==> src/rtl/memory_cycle_lsu.sv <==
// Memory stage of a 5-stage RISC-V pipeline with a variable-latency data bus.
// It issues loads and stores on a req/ready bus, stalls the upstream stages
// while an access is outstanding, and registers the M->W pipeline fields.
//
// Ports:
//   clk, rst              clock (rising edge), asynchronous active-low reset
//   RegWriteM..PCPlus4M   E->M pipeline register outputs (held stable while StallM=1)
//   mem_ready, mem_rdata  responder completion strobe and load data
//   mem_req, mem_we       bus request and write select
//   mem_addr, mem_wdata   bus byte address and store data
//   StallM                freeze PC and the F/D, D/E and E/M registers
//   RegWriteW..PCPlus4W   M->W pipeline register
//   ErrorW                one-cycle pulse on a misaligned access or a bus timeout
module memory_cycle_lsu #(
    parameter int unsigned ADDR_W  = 32,
    parameter int unsigned TIMEOUT = 16
) (
    input  logic              clk,
    input  logic              rst,
    input  logic              RegWriteM,
    input  logic              ResultSrcM,
    input  logic              MemWriteM,
    input  logic [31:0]       ALUResultM,
    input  logic [31:0]       WriteDataM,
    input  logic [4:0]        RdM,
    input  logic [31:0]       PCPlus4M,
    input  logic              mem_ready,
    input  logic [31:0]       mem_rdata,
    output logic              mem_req,
    output logic              mem_we,
    output logic [ADDR_W-1:0] mem_addr,
    output logic [31:0]       mem_wdata,
    output logic              StallM,
    output logic              RegWriteW,
    output logic              ResultSrcW,
    output logic [4:0]        RdW,
    output logic [31:0]       ALUResultW,
    output logic [31:0]       ReadDataW,
    output logic [31:0]       PCPlus4W,
    output logic              ErrorW
);

    localparam logic [7:0] TimeoutCnt = 8'(TIMEOUT);

    typedef enum logic [0:0] {StIdle, StWait} state_e;

    state_e            state_q, state_d;
    logic [7:0]        cnt_q, cnt_d;
    logic              we_q, we_d;
    logic [ADDR_W-1:0] addr_q, addr_d;
    logic [31:0]       wdata_q, wdata_d;

    logic              regwrite_q, regwrite_d;
    logic              resultsrc_q, resultsrc_d;
    logic [4:0]        rd_q, rd_d;
    logic [31:0]       aluresult_q, aluresult_d;
    logic [31:0]       readdata_q, readdata_d;
    logic [31:0]       pcplus4_q, pcplus4_d;
    logic              error_q, error_d;

    logic              mem_op, misaligned;
    logic              req, stall, load_w;

    assign mem_op     = ResultSrcM | MemWriteM;
    assign misaligned = mem_op & (ALUResultM[1:0] != 2'b00);

    always_comb begin
        state_d     = state_q;
        cnt_d       = cnt_q;
        we_d        = we_q;
        addr_d      = addr_q;
        wdata_d     = wdata_q;
        req         = 1'b0;
        stall       = 1'b0;
        load_w      = 1'b0;
        error_d     = 1'b0;
        mem_we      = MemWriteM;
        mem_addr    = ALUResultM[ADDR_W-1:0];
        mem_wdata   = WriteDataM;

        case (state_q)
            StIdle: begin
                if (!mem_op) begin
                    load_w = 1'b1;
                end else if (misaligned) begin
                    error_d = 1'b1;
                end else begin
                    req = 1'b1;
                    if (mem_ready) begin
                        load_w = 1'b1;
                    end else begin
                        stall   = 1'b1;
                        we_d    = MemWriteM;
                        addr_d  = ALUResultM[ADDR_W-1:0];
                        wdata_d = WriteDataM;
                        cnt_d   = 8'd1;
                        state_d = StWait;
                    end
                end
            end
            StWait: begin
                req       = 1'b1;
                mem_we    = we_q;
                mem_addr  = addr_q;
                mem_wdata = wdata_q;
                if (mem_ready) begin
                    load_w  = 1'b1;
                    cnt_d   = 8'd0;
                    state_d = StIdle;
                end else if (cnt_q == TimeoutCnt) begin
                    // Abort: release the pipeline this cycle and drop the instruction.
                    error_d = 1'b1;
                    cnt_d   = 8'd0;
                    state_d = StIdle;
                end else begin
                    stall = 1'b1;
                    cnt_d = cnt_q + 8'd1;
                end
            end
            default: state_d = StIdle;
        endcase

        // W bubble unless an instruction retires at this edge.
        regwrite_d  = 1'b0;
        resultsrc_d = 1'b0;
        rd_d        = 5'd0;
        aluresult_d = 32'd0;
        readdata_d  = 32'd0;
        pcplus4_d   = 32'd0;
        if (load_w) begin
            regwrite_d  = RegWriteM;
            resultsrc_d = ResultSrcM;
            rd_d        = RdM;
            aluresult_d = ALUResultM;
            readdata_d  = ResultSrcM ? mem_rdata : 32'd0;
            pcplus4_d   = PCPlus4M;
        end
    end

    // Gated by rst so the bus and the stall drop asynchronously on reset.
    assign mem_req = req & rst;
    assign StallM  = stall & rst;

    always_ff @(posedge clk or negedge rst) begin
        if (!rst) begin
            state_q     <= StIdle;
            cnt_q       <= 8'd0;
            we_q        <= 1'b0;
            addr_q      <= '0;
            wdata_q     <= 32'd0;
            regwrite_q  <= 1'b0;
            resultsrc_q <= 1'b0;
            rd_q        <= 5'd0;
            aluresult_q <= 32'd0;
            readdata_q  <= 32'd0;
            pcplus4_q   <= 32'd0;
            error_q     <= 1'b0;
        end else begin
            state_q     <= state_d;
            cnt_q       <= cnt_d;
            we_q        <= we_d;
            addr_q      <= addr_d;
            wdata_q     <= wdata_d;
            regwrite_q  <= regwrite_d;
            resultsrc_q <= resultsrc_d;
            rd_q        <= rd_d;
            aluresult_q <= aluresult_d;
            readdata_q  <= readdata_d;
            pcplus4_q   <= pcplus4_d;
            error_q     <= error_d;
        end
    end

    assign RegWriteW  = regwrite_q;
    assign ResultSrcW = resultsrc_q;
    assign RdW        = rd_q;
    assign ALUResultW = aluresult_q;
    assign ReadDataW  = readdata_q;
    assign PCPlus4W   = pcplus4_q;
    assign ErrorW     = error_q;

endmodule
==> config.mk <==
export PLATFORM = sky130hd
export DESIGN_NAME = memory_cycle_lsu
export DESIGN_NICKNAME = d
export VERILOG_FILES = /design/src/rtl/memory_cycle_lsu.sv
export SDC_FILE = /design/constraint.sdc
export NUM_CORES = 1
export LEC_CHECK = 0
export CAP_MARGIN = 5
export CORE_MARGIN = 3
export CORE_UTILIZATION = 40
export CTS_BUF_LIST = sky130_fd_sc_hd__clkbuf_2
export DETAILED_ROUTE_END_ITERATION = 16
export PLACE_DENSITY = 0.88
export REMOVE_ABC_BUFFERS = 1
export SLEW_MARGIN = 20
export SYNTH_ARGS = -nofsm -noshare
export SYNTH_HDL_FRONTEND = slang
export SYNTH_SLANG_ARGS = --single-unit
==> constraint.sdc <==
create_clock -name clk -period 2.4 [get_ports clk]
set_input_delay 0.48 -clock clk [delete_from_list [all_inputs] [get_ports clk]]
set_output_delay 0.48 -clock clk [all_outputs]
set_load 0.01 [all_outputs]
# Word-level counts from Yosys, hierarchy flattened

Cells that the tools add are included.

Bits of input ports: 139
Output and inout bits: 171
Word-level logic and storage cells: 61
Bits in registers: 178

Reduce and logical (&&, ||, !) cells: 3
Add/subtract/negate cells: 1
Equal/unequal tests: 4
Bitwise gates (word level): 7
Mux-type cells: 34

Operators with widths:

| kind                                          | number |
|---|---|
| two-way mux 32 bit                            | 6 |
| two-way mux 8 bit                             | 5 |
| two-way mux 1 bit                             | 17 |
| case mux 8 bit (2 select lines)               | 1 |
| adder 8 x 1 -> 8 bit, second input constant   | 1 |
| == test 8 x 5 -> 1 bit, second input constant | 1 |
| case mux 1 bit (2 select lines)               | 4 |
| != test 2 bit, second input constant          | 3 |
| two-way mux 5 bit                             | 1 |
| AND reduction 4 bit                           | 1 |
| AND 1 bit                                     | 3 |
| inverter 1 bit                                | 3 |
| AND reduction 3 bit                           | 1 |
| nonzero test 2 bit                            | 1 |
| OR 1 bit                                      | 1 |

# Depth between registers and ports, before layout

Word-level depth: 6
Gate-level depth with buffers: 6
Mapped depth without buffers: 6

# Worst setup path after synthesis

OpenSTA, ideal clock, no wires.

Path kind: input to output
Start: input port mem_ready
End: output port StallM
Path buffers: 2
Arrival time: 1549 ps
Required time: 1920 ps
Slack: 371 ps
Stages: 6
Cell sequence: o21ba_2 > and2_1 > and2b_1 > buf_2 > buf_2 > o21a_1

Longest elaborated chain between the ends: 5
Elaborated cells between the ends (all ways): 6
Classes of those cells: 5 x mux; 1 x bitwise

RTL lines:

| element                           | line | text |
|---|---|---|
| start: declaration                | 27   | `input logic mem_ready,` |
| two-way mux 1 bit                 | 89   | `if (mem_ready) begin` |
| two-way mux 1 bit                 | 85   | `end else if (misaligned) begin` |
| two-way mux 1 bit                 | 83   | `if (!mem_op) begin` |
| case mux 1 bit (2 select lines) * | 81   | `case (state_q)` |
| AND 1 bit *                       | 142  | `assign StallM = stall & rst;` |
| end: declaration                  | 33   | `output logic StallM,` |

Mark *: on every way between the ends. The rest lies on a longest branch, timed or not.

# Worst setup path after layout

Start: register state_q
End: output port mem_wdata[20]

Longest elaborated chain between the ends: 1

RTL lines:

| element                  | line | text |
|---|---|---|
| start: declaration       | 47   | `state_e state_q, state_d;` |
| start signal: assignment | 146  | `state_q <= StIdle;` |
| start signal: assignment | 159  | `state_q <= state_d;` |
| two-way mux 32 bit       | 81   |  |
| end: declaration         | 32   | `output logic [31:0] mem_wdata,` |

Every way passes these cells.

==> impl_table.tex <==
\begin{tabular}{lr}
\hline
Metric & Value \\
\hline
\multicolumn{2}{l}{\textbf{Run status}} \\
\quad Status & finished, violations left \\
\quad Violated checks & setup timing \\
\multicolumn{2}{l}{\textbf{Timing}} \\
\quad Slew at the pin closest to its max-slew limit & 0.855 ns \\
\quad Highest clock rate & 384 MHz \\
\quad Setup slack of the critical path after layout & -0.203 ns \\
\quad Max Clock Skew & 0.0503 ns \\
\quad Final number of hold-violating endpoints & 0 \\
\quad RSZ-0062 raised after global routing & yes \\
\quad Number of max-slew violations in the final report & 0 \\
\quad Post-route clock period utilization & 108\% \\
\quad Final setup TNS & -7.00 ns \\
\quad Relative max-transition margin & 43.0\% \\
\quad Count of final setup violators & 64 \\
\quad Final min period & 2.60 ns \\
\multicolumn{2}{l}{\textbf{Logic synthesis}} \\
\quad Count of flip-flops with a built-in enable after synthesis & 0 \\
\quad Area share of the largest cell type after synthesis & 63.0\% \\
\quad Async S/R FF share, synth & 100\% \\
\quad Most used DFF post-synth & sky130\_fd\_sc\_hd\_\_dfrtp\_1 \\
\quad Synth Cell Area & 0.00707 mm\^{}2 \\
\quad Area leader, netlist & sky130\_fd\_sc\_hd\_\_dfrtp\_1 \\
\quad Mapped Avg Cell Area & 14.3 um\^{}2 \\
\quad Leading cell types by count after synthesis & sky130\_fd\_sc\_hd\_\_dfrtp\_1, sky130\_fd\_sc\_hd\_\_mux2\_2, sky130\_fd\_sc\_hd\_\_nor2b\_1, sky130\_fd\_sc\_hd\_\_and2\_1, sky130\_fd\_sc\_hd\_\_clkbuf\_1 \\
\quad Most repeated cell in the gate-level netlist after synthesis & sky130\_fd\_sc\_hd\_\_dfrtp\_1 \\
\quad Syn Inst Count & 494 \\
\quad Dominant cells by area after synthesis & sky130\_fd\_sc\_hd\_\_dfrtp\_1, sky130\_fd\_sc\_hd\_\_mux2\_2, sky130\_fd\_sc\_hd\_\_nor2b\_1 \\
\quad Synth warn & 0 \\
\quad Register area share after synthesis & 63.0\% \\
\quad Cell variety after synth & 37 \\
\quad Flop and latch count out of synthesis & 178 \\
\multicolumn{2}{l}{\textbf{CTS}} \\
\quad Clock sink count & 178 \\
\quad Clock slew at reported path FFs & 0.30 ns \\
\quad Clock latency on the worst-skew pair & 0.76 ns \\
\quad Clock tree from TritonCTS & done \\
\quad H-tree lvl count & 4 \\
\quad Deepest clock path buffer count & 2 \\
\quad Root Buffer Master & sky130\_fd\_sc\_hd\_\_clkbuf\_2 \\
\quad Clock buffer count from CTS & 17 \\
\multicolumn{2}{l}{\textbf{Detailed routing}} \\
\quad DRC viols & 0 \\
\quad Total Routed Length & 19500 um \\
\quad Number of design-rule violations left by the first detailed-router iteration & 196 \\
\quad Routed via count & 5089 \\
\quad Via-to-Cell Ratio & 4.73 \\
\quad Number of nets with antenna violations after routing & 0 \\
\quad Avg WL per Cell & 18.1 um \\
\quad Drt first pass iters & 5 \\
\multicolumn{2}{l}{\textbf{Floorplan}} \\
\quad Number of cell rows & 47 \\
\quad Area of the die & 0.0193 mm\^{}2 \\
\quad Overall die height & 139 um \\
\quad Area of the core region & 0.0169 mm\^{}2 \\
\quad Starting Density & 41.7\% \\
\quad Die Wd & 139 um \\
\quad Ports placed on the boundary & 310 \\
\multicolumn{2}{l}{\textbf{Placed design}} \\
\quad Number of I/O port buffers & 309 \\
\quad Placement-stage cell area & 0.0106 mm\^{}2 \\
\quad Dpl hpwl & 13600 um \\
\quad Final RePlAce weighted congestion & 0.778 \\
\multicolumn{2}{l}{\textbf{Layout}} \\
\quad Share of post-route cells with drive strength above 1 & 34.2\% \\
\quad Net count, final & 985 \\
\quad Diode insertion count for antenna repair & 0 \\
\quad Final Instance Area & 0.0112 mm\^{}2 \\
\quad Utilization after layout & 66.2\% \\
\quad \# fillers & 1240 \\
\quad Post-synthesis to final-layout area growth & 58.7\% \\
\multicolumn{2}{l}{\textbf{Critical path}} \\
\quad Critical path endpoint category & primary output \\
\quad Type of origin of the critical path & register \\
\quad Worst EP arrival & 2.12 ns \\
\quad Required time of the critical path & 1.92 ns \\
\quad Crit Path Max Fanout & 8 \\
\quad Reg2Reg Depth & 6 \\
\quad Category of the most critical setup path & reg2out \\
\multicolumn{2}{l}{\textbf{Global routing}} \\
\quad Initial antenna violation count & 0 \\
\quad Via count of the first global-routing pass & 5475 \\
\quad Largest net degree at the start of global routing & 150 \\
\quad Global-route wire length before repair & 30300 um \\
\quad Total overflow reported by the global router & 0 \\
\quad All-layer global routing usage & 19.9\% \\
\multicolumn{2}{l}{\textbf{Power}} \\
\quad Static Leak & 4.88 nW \\
\quad Power Dens Cells & 615 mW/mm\^{}2 \\
\quad IR drop worst, VDD & 0.000347 V \\
\multicolumn{2}{l}{\textbf{Job}} \\
\quad Max-cap viol count & 0 \\
\multicolumn{2}{l}{\textbf{Hold path}} \\
\quad Min-Delay Path Class & in2reg \\
\quad Worst hold path stage count & 2 \\
\hline
\end{tabular}
[cells by family after synthesis]
logic type      count (synthesis)  synth area share, %
fa+ha+maj                       2                0.354
flops                         178                 63.0
xor+xnor                        2                0.248
buf+inv                        28                 1.79
simple gates                  136                 11.9
mux                           130                 20.7
compound gates                 18                 1.98
[flip-flops by register name, indices dropped and copies added, names as in the netlist]
signal      flops
ALUResultW     32
RdW             5
PCPlus4W       32
RegWriteW       1
cnt_q           8
addr_q         32
ReadDataW      32
wdata_q        32
ResultSrcW      1
state_q         1
we_q            1
ErrorW          1
[cell usage in the layout, fill, tap and decap left out, types with 2 or more instances in the layout]
cell type and n:
sky130_fd_sc_hd__and2_1 34, sky130_fd_sc_hd__clkdlybuf4s50_1 241, sky130_fd_sc_hd__inv_2 2, sky130_fd_sc_hd__o31ai_1 2
sky130_fd_sc_hd__nand2_1 6, sky130_fd_sc_hd__clkbuf_2 19, sky130_fd_sc_hd__clkbuf_16 2, sky130_fd_sc_hd__buf_6 60
sky130_fd_sc_hd__clkinvlp_4 4, sky130_fd_sc_hd__buf_12 12, sky130_fd_sc_hd__mux2_4 7, sky130_fd_sc_hd__mux2_2 121
sky130_fd_sc_hd__o21a_1 2, sky130_fd_sc_hd__mux2i_1 2, sky130_fd_sc_hd__buf_4 26, sky130_fd_sc_hd__buf_2 11
sky130_fd_sc_hd__o21ai_0 3, sky130_fd_sc_hd__inv_8 6, sky130_fd_sc_hd__dfrtp_1 177, sky130_fd_sc_hd__buf_8 2
sky130_fd_sc_hd__xnor2_1 2, sky130_fd_sc_hd__nor3_2 3, sky130_fd_sc_hd__inv_6 2, sky130_fd_sc_hd__nor2b_1 72
sky130_fd_sc_hd__nor2_1 7, sky130_fd_sc_hd__nand4_1 4, sky130_fd_sc_hd__a21oi_1 2
[critical path, stage by stage, from the launching register on]
cell	delay, ns
sky130_fd_sc_hd__dfrtp_4	0.59
sky130_fd_sc_hd__buf_12	0.15
sky130_fd_sc_hd__buf_12	0.13
sky130_fd_sc_hd__buf_6	0.12
sky130_fd_sc_hd__mux2_4	0.30
sky130_fd_sc_hd__buf_6	0.13
[cell type report]
type                            count  area (um^2)  share of cell area (%)
Sequential cell                   178         4460                    39.7
Multi-Input combinational cell    288         2570                    22.9
Timing Repair Buffer              356         3670                    32.7
Clock inverter                     14          140                    1.25
Clock buffer                       18         90.1                   0.803
Inverter                            3         11.3                   0.100
Tap cell                          220          275                    2.45
[power by group]
group	internal [W]	switching (W)	total, W	leakage [nW]
clock network	0.000335	0.00117	0.00150	0.132
registers	0.00338	0.000174	0.00356	2.29
logic	0.00114	0.000697	0.00184	2.46
total	0.00486	0.00204	0.00689	4.88
[layer usage]
layer	part of all wire, %	vias up	GRT usage (%)
met1	39	2485	23.0
met3	7.9	33	6.79
met2	51	200	34.6
met5	0	-	0
met4	2.1	0	6.49
li1	-	2371	-
[final timing paths]
path | slack, ns | startpoint | endpoint
worst max-delay path | -0.20 | state_q | mem_wdata[20]
min in group asynchronous | 0.26 | rst | PCPlus4W[26]
worst min register to register | 0.54 | addr_q[25] | addr_q[25]
max in group asynchronous | 1.37 | rst | addr_q[9]
worst max register to register | 0.22 | state_q | wdata_q[18]
worst min-delay path | 0.21 | RdM[4] | RdW[4]
[what timing repair did]
action | 4_1_cts | 5_1_grt
gates resized for setup | 324 | 45
hold buffers | 1 | 0
setup endpoints to repair | 67 | 67
cloned | 2 | 2
setup buffers | 9 | 13
hold endpoints to repair | 178 | 0
pin swaps | 1 | 2
[stage by stage]
step	power, W	cells	hold slack [ns]	setup WS [ns]
3_5_place_dp	0.00529	1021	0.490	-0.273
2_1_floorplan	0.00430	469	0.184	-1.31
4_1_cts	0.00687	1065	0.110	-0.350
3_3_place_gp	0.00523	1021	0.479	-0.272
5_1_grt	0.00727	1077	0.100	-0.356
6_report	0.00689	1077	0.208	-0.203
Note: power is estimated with default switching activity, not from simulation.
